### config.mk
export PLATFORM = sky130hd
export DESIGN_NAME = accu_sched
export DESIGN_NICKNAME = d
export VERILOG_FILES = /design/src/rtl/accu_sched_pkg.sv /design/src/rtl/accu_sched_rr_arbiter.sv /design/src/rtl/accu_sched.sv
export SDC_FILE = /design/constraint.sdc
export NUM_CORES = 1
export LEC_CHECK = 0
export ABC_CLOCK_PERIOD_IN_PS = 4900
export CORE_AREA = 2 2 65 74
export CTS_BUF_LIST = sky130_fd_sc_hd__clkbuf_16
export DETAILED_ROUTE_END_ITERATION = 8
export DIE_AREA = 0 0 67 76
export PLACE_DENSITY = 0.8
export SYNTH_ARGS = -nofsm -noshare
export SYNTH_HDL_FRONTEND = slang
export SYNTH_HIERARCHICAL = 1
export SYNTH_SLANG_ARGS = --single-unit
export TNS_END_PERCENT = 10
### constraint.sdc
create_clock -name clk -period 4.9 [get_ports clk]
set_input_delay 0.735 -clock clk [delete_from_list [all_inputs] [get_ports clk]]
set_output_delay 0.735 -clock clk [all_outputs]
set_load 0.05 [all_outputs]
### src/rtl/accu_sched_pkg.sv
// Shared types and default sizing for the accumulation scheduler.
package accu_sched_pkg;

  localparam int DEF_NUM_CH = 4;
  localparam int DEF_DATA_W = 8;
  localparam int DEF_BURST  = 4;

  typedef enum logic [1:0] {
    IDLE   = 2'd0,
    ACCUM  = 2'd1,
    OUTPUT = 2'd2
  } state_t;

endpackage

### src/rtl/accu_sched_rr_arbiter.sv
// Combinational round-robin pick: first requester found after last_grant wins.
module rr_arbiter #(
  parameter  int NUM_CH = 4,
  localparam int CH_W   = $clog2(NUM_CH)
) (
  input  logic [NUM_CH-1:0] req,
  input  logic [CH_W-1:0]   last_grant,
  output logic [CH_W-1:0]   grant_idx,
  output logic              any_req
);

  logic [CH_W-1:0] idx;

  always_comb begin
    grant_idx = '0;
    any_req   = 1'b0;
    idx       = '0;
    for (int i = 1; i <= NUM_CH; i++) begin
      idx = CH_W'((int'(last_grant) + i) % NUM_CH);
      if (!any_req && req[idx]) begin
        any_req   = 1'b1;
        grant_idx = idx;
      end
    end
  end

endmodule

### src/rtl/accu_sched.sv
// Round-robin scheduler sharing one BURST-beat accumulator among NUM_CH channels.
//
// state  | meaning
// IDLE   | waiting for any request; arbitration result registered into grant
// ACCUM  | granted channel locked, summing BURST accepted beats
// OUTPUT | burst sum held on out_* until downstream accepts it
module accu_sched
  import accu_sched_pkg::*;
#(
  parameter  int NUM_CH = DEF_NUM_CH,
  parameter  int DATA_W = DEF_DATA_W,
  parameter  int BURST  = DEF_BURST,
  localparam int SUM_W  = DATA_W + $clog2(BURST),
  localparam int CH_W   = $clog2(NUM_CH)
) (
  input  logic                     clk,
  input  logic                     rst_n,
  input  logic [NUM_CH-1:0]        req_valid,
  input  logic [NUM_CH*DATA_W-1:0] req_data,
  output logic [NUM_CH-1:0]        req_ready,
  output logic                     out_valid,
  input  logic                     out_ready,
  output logic [SUM_W-1:0]         out_data,
  output logic [CH_W-1:0]          out_ch,
  output logic                     busy
);

  localparam int CNT_W = $clog2(BURST);

  state_t            state_q, state_d;
  logic [CH_W-1:0]   grant_q, last_grant_q, arb_idx;
  logic              any_req;
  logic [CNT_W-1:0]  cnt_q;
  logic [SUM_W-1:0]  sum_q, sum_next;
  logic [DATA_W-1:0] beat_data;
  logic              beat, last_beat;

  rr_arbiter #(.NUM_CH(NUM_CH)) u_arb (
    .req        (req_valid),
    .last_grant (last_grant_q),
    .grant_idx  (arb_idx),
    .any_req    (any_req)
  );

  always_comb begin
    beat_data = '0;
    for (int i = 0; i < NUM_CH; i++) begin
      if (grant_q == CH_W'(i)) beat_data = req_data[i*DATA_W +: DATA_W];
    end
  end

  assign beat      = (state_q == ACCUM) && req_valid[grant_q];
  assign last_beat = beat && (cnt_q == CNT_W'(BURST - 1));
  assign sum_next  = (cnt_q == '0) ? SUM_W'(beat_data) : sum_q + SUM_W'(beat_data);
  assign busy      = (state_q != IDLE);

  always_ff @(posedge clk or negedge rst_n) begin
    if (!rst_n) state_q <= IDLE;
    else        state_q <= state_d;
  end

  // Ready is decoded from state/grant registers only, never from req_valid.
  always_comb begin
    state_d   = state_q;
    req_ready = '0;
    case (state_q)
      IDLE:   if (any_req) state_d = ACCUM;
      ACCUM: begin
        req_ready[grant_q] = 1'b1;
        if (last_beat) state_d = OUTPUT;
      end
      OUTPUT: if (out_ready) state_d = IDLE;
      default: state_d = IDLE;
    endcase
  end

  always_ff @(posedge clk or negedge rst_n) begin
    if (!rst_n) begin
      grant_q      <= '0;
      last_grant_q <= CH_W'(NUM_CH - 1);
      cnt_q        <= '0;
      sum_q        <= '0;
      out_valid    <= 1'b0;
      out_data     <= '0;
      out_ch       <= '0;
    end else begin
      if (state_q == IDLE && any_req) grant_q <= arb_idx;
      if (beat) begin
        sum_q <= sum_next;
        cnt_q <= cnt_q + 1'b1;
      end
      if (last_beat) begin
        out_valid <= 1'b1;
        out_data  <= sum_next;
        out_ch    <= grant_q;
      end
      if (state_q == OUTPUT && out_ready) begin
        out_valid    <= 1'b0;
        last_grant_q <= grant_q;
        cnt_q        <= '0;
      end
    end
  end

endmodule

* After elaboration in Yosys (flattened, before gate mapping)
Cells that the tools add are included.
Word-level totals: bits in registers 31, latch bits 0, RAM bits 0, bits in read-only memories 0, bits of input ports 39, output and inout bits 18, word-level logic and storage cells 81, memories kept 0
Operators by class: $add $sub $neg 6, multipliers 0, divide/modulo/power cells 0, $lt $le $gt $ge 6, equal/unequal tests 9, shift operators 0, multiplexer cells 34, bitwise operators 0, reductions and logical operators 18
Operators with widths (number):
- $mux W8 | 4
- $mux W2 | 9
- $lt A2 B3 Y1 const B | 5
- $mux W1 | 12
- $add A10 B8 Y10 | 1
- $bmux W1 S2 | 5
- $mux W10 | 1
- $eq A2 B2 Y1 const B | 4
- $logic_and A1 B1 Y1 | 8
- $add A2 B1 Y2 const B | 3
- $logic_not A2 Y1 | 3
- $ne A2 B2 Y1 const B | 3
- $pmux W2 S3 | 1
- $reduce_bool A2 Y1 | 3
- $add A2 B2 Y2 const B | 2
- $eq A2 B1 Y1 const B | 2
- $mux W4 | 1
- $logic_not A1 Y1 | 3
- $reduce_and A3 Y1 | 1
- $demux W1 S2 | 1
- $ge A2 B1 Y1 const B | 1

* Logic depth before layout (Yosys ltp)
word-level depth 15, depth in mapped cells 11, depth with buffers taken out 9

* By module
The synthesis kept the hierarchy.
Modules (own cells, without submodules):
- accu_sched | instances 1, cells each 192, area each 2013.2 um^2, seq. area each 778.2 um^2
- rr_arbiter | instances 1, cells each 14, area each 91.3 um^2, seq. area each 0.0 um^2

* Least setup slack after synthesis
Ideal clock, no wire load.
path type input-to-reg, start point input port req_data[25], end point register sum_q[5], setup time 0.125 ns, data arrival time 2.569 ns, required time 4.775 ns, setup slack 2.206 ns, stages 7, buffers on the path 0, path through mux4_2 ha_1 a211oi_2 o21ai_1 xor2_1 mux2_2 mux2_2
Between the ends: cells in the longest elaborated chain, start to end 3
RTL lines:
- start, declared | RTL line accu_sched.sv:19 | input logic [NUM_CH*DATA_W-1:0] req_data,
- $mux W8 | RTL line accu_sched.sv:48 | if (grant_q == CH_W'(i)) beat_data = req_data[i*DATA_W +: DATA_W];
- $add A10 B8 Y10 | RTL line accu_sched.sv:54 | assign sum_next = (cnt_q == '0) ? SUM_W'(beat_data) : sum_q + SUM_W'(beat_data);
- $mux W10 | RTL line accu_sched.sv:54
- end signal, assigned | RTL line accu_sched.sv:89 | sum_q <= sum_next;
- end, declared | RTL line accu_sched.sv:34 | logic [SUM_W-1:0] sum_q, sum_next;
Every way passes these cells. A chain may end at the register's enable or synchronous reset.

* Final worst setup path
start point register grant_q[0], end point register sum_q[9]
Between the ends: cells in the longest elaborated chain, start to end 7, elaborated cells between the ends (all ways) 13, classes of those cells add/sub (1); eq/ne (3); mux (7); reduce/logical (2)
RTL lines:
- start, declared | RTL line accu_sched.sv:31 | logic [CH_W-1:0] grant_q, last_grant_q, arb_idx;
- start signal, assigned | RTL line accu_sched.sv:87 | if (state_q == IDLE && any_req) grant_q <= arb_idx;
- $logic_not A2 Y1 | RTL line accu_sched.sv:48
- $mux W8 (4 in a row) | RTL line accu_sched.sv:48
- $add A10 B8 Y10 | RTL line accu_sched.sv:54
- $mux W10 | RTL line accu_sched.sv:54
Parallel ways exist; a longest one is shown, timed or not. The select of a mux whose other input is x is not followed.

==> impl_results.md <==
- Row count: 26
- Sw frac: about 46%
- Critical Path AT: around 3300 ps
- Final period util: between 60% and 70%
- Synth unique cells: 49
- Placer congestion estimate: ~0.81
- Nets: around 310
- Post-route minimum period: 3160 ps
- Fin Setup TNS: 0 ps
- Critical path class: flip-flop to flip-flop
- Via Count: 1753
- Initial antenna violation count: 0
- Clock Skew: ~3.4 ps
- # IOs: 57
- Vias in the first global route: 1761
- Hold Vio Cnt, Final: 0
- # clock sinks: 31
- Detailed Place HPWL: around 3600 um
- Starting Density: 47.6%
- Logic pwr share: between 60 and 70%
- Worst-Skew Late Latency: between 200 and 300 ps
- CTS Buf Count: 5
- Ys flop type: dfrtp_1
- Rel. slew slack: about half
- Residual DRC: 0
- Routed length per instance: 15.0 um
- TritonCTS clock tree: built
- Psw: approximately 1.1 mW
- Die Wd: between 60 and 70 um
- Synth warn: 6
- CP required: ~5000 ps
- Worst Tran Pin Value: ~780 ps
- Final Setup Violations: 0
- Diodes inserted: 0
- Post-synthesis mux area share: 18.8%
- Internal Power: roughly 1.2 mW
- CP Launch Type: flip-flop
- First-pass GRT wire length: roughly 8000 um
- Post_cts resized: 0
- Maximum vdd ir drop: roughly 410 uV
- Post-synthesis simple-gate area fraction: between 10 and 15%
- Synth Instances: between 200 and 250
- Share of cells above drive strength 1: between 10% and 20%
- RSZ-0062 raised after global routing: false
- Port Buffers: 56
- Status: finished clean
- Routed Antenna Nets: 0
- Register-to-register setup slack: 1740 ps
- Hold_buf cts: 0
- Post-synth EDFFs: 0
- Worst Hold Class: flip-flop to flip-flop
- CP Max Fanout: 17
- CTS root buf: clkbuf_16
- Global route total overflow: 0
- Post-Syn Area: about 2100 sq um
- Leak pwr: approximately 1.2 nW
- Die area: between 5000 and 6000 sq um
- Htree depth: 2
- Post-CTS Setup Bufs: 0
- Sequential share of power: 23.0%
- Max-slew violation count: 0
- Highest clock rate: around 320 MHz
- Largest net degree at the start of global routing: 32
- Final wirelength: about 4800 um
- Synth Area in XOR/XNOR: 2.91%
- Initial DRT Pass Iterations: 4
- Max-cap viol count: 0
- Compound-Gate Fraction of Synth Area: 15.5%
- Flops & latches, synth: 31
- Clk pwr share: between 10% and 20%
- Main combinational cell family by area after synthesis: multiplexers
- First DRT Iteration DRCs: between 100 and 150
- Syn avg cell area: roughly 10 sq um
- Layout fillers: 364
- Overall Global Routing Usage: about 21%
- Die height: 76 um
- Register area share after synthesis: between 30% and 40%
- Clk buf depth: 2
- Synth Area in Adders: 6.90%
- Clk slew on worst S/H paths: ~50 ps
- Core ar.: 4420 sq um
- Async set-reset flop share out of synthesis: 100%
- Storage element area: about 800 sq um
- Non-Filler Instances: roughly 320
- Multi-input logic area: around 1200 sq um
- Pwr/cell area: between 800 and 900 nW/um^2
- Placed insts: 311
- Setup crit end kind: flip-flop
- Syn_nets: 256
- Via-to-Cell Ratio: 5.50
- Area growth from synthesis to layout: 34.3%
synth_stat cells, drive strengths merged, types with 2 or more instances:
cell     n  area (sq um)
a211oi   3          27.5
a21oi   15          78.8
and2b    2          15.0
buf      7          50.1
dfrtp   29           726
dfstp    2          52.6
ha      10           125
inv     11          41.3
mux2    13           150
mux2i    5          50.1
mux4     8           195
nand2   21          78.8
nand2b   7          43.8
nand3    3          15.0
nor2    20          75.1
nor2b    3          18.8
nor3     2          10.0
o211ai   5          51.3
o21ai   12          60.1
o31ai    2          15.0
or2      2          12.5
xnor2    4          35.0
xor2     3          26.3
sequential cells by signal (all words and copies together), names as in the netlist:
register	cells
state_q	2
out_data	10
grant_q	2
cnt_q	2
sum_q	10
last_grant_q	2
out_ch	2
out_valid	1
final timing paths:
check / depth (start not counted) / from / end
max: 7 / grant_q[0] / sum_q[9]
max reg2reg: 7 / grant_q[0] / sum_q[9]
max in group asynchronous: 2 / rst_n / last_grant_q[0]
min in group asynchronous: 2 / rst_n / grant_q[1]
min reg2reg: 2 / out_data[1] / out_data[1]
min: 2 / out_data[1] / out_data[1]
critical path, stage by stage (launching register included):
cell	delay, ps
dfrtp_1	840
mux4_2	630
ha_1	310
a211oi_2	310
o21ai_1	190
a41oi_1	370
nor4_1	100
a221o_1	280
area by class of cell:
type	count	share of cell area, %
clock buffers	5	4.43
clock inverters	3	0.443
inverters	11	1.46
multi-input cells	156	43.6
flip-flops and latches	31	27.5
well taps	56	2.48
repair buffers	57	20.1
metal layers:
metal | up-vias | track usage (%) | routed length (um)
met5 | - | 0 | 0
met4 | 0 | 6.53 | 63
met3 | 5 | 4.28 | 190
met2 | 48 | 37.5 | 2610
met1 | 839 | 23.4 | 1920
li1 | 861 | - | -
per-stage QoR:
step | setup slack (ps) | hold slack, ps | utilization [%] | instance area [sq um] | power (mW)
2_1_floorplan | 2210 | 439 | - | 2100 | 1.66
3_3_place_gp | 1640 | 460 | 60.8 | 2690 | 1.96
4_1_cts | 1740 | 480 | 63.9 | 2830 | 2.30
5_1_grt | 1570 | 493 | 63.9 | 2830 | 2.46
3_5_place_dp | 1550 | 469 | 60.8 | 2690 | 2.00
6_report | 1740 | 473 | 63.9 | 2830 | 2.28
cells by family after synthesis:
group / count (synthesis)
buf+inv: 19
compound gates: 47
mux: 26
flops: 31
fa+ha+maj: 11
simple gates: 65
xor+xnor: 7
placed cells by master, fill, tap and decap left out, types with 3 or more instances in the layout:
master / count
a21oi_1: 14
clkbuf_16: 5
clkdlybuf4s50_1: 56
dfrtp_1: 29
ha_1: 10
inv_1: 13
mux2_2: 11
mux2i_1: 5
mux4_1: 4
mux4_2: 4
nand2_1: 21
nand2b_1: 7
nand3_1: 3
nor2_1: 20
nor2b_1: 3
o211ai_1: 4
o21ai_0: 11
xnor2_1: 4
xor2_1: 3
power groups by stage:
stage	Sequential [mW]	Clock [mW]	Combinational (mW)
6_report	0.525	0.292	1.47
5_1_grt	0.546	0.304	1.61
4_1_cts	0.527	0.295	1.48
3_5_place_dp	0.529	0	1.47
3_3_place_gp	0.521	0	1.44
2_1_floorplan	0.630	0	1.03
Note: power is estimated with default switching activity, not from simulation.
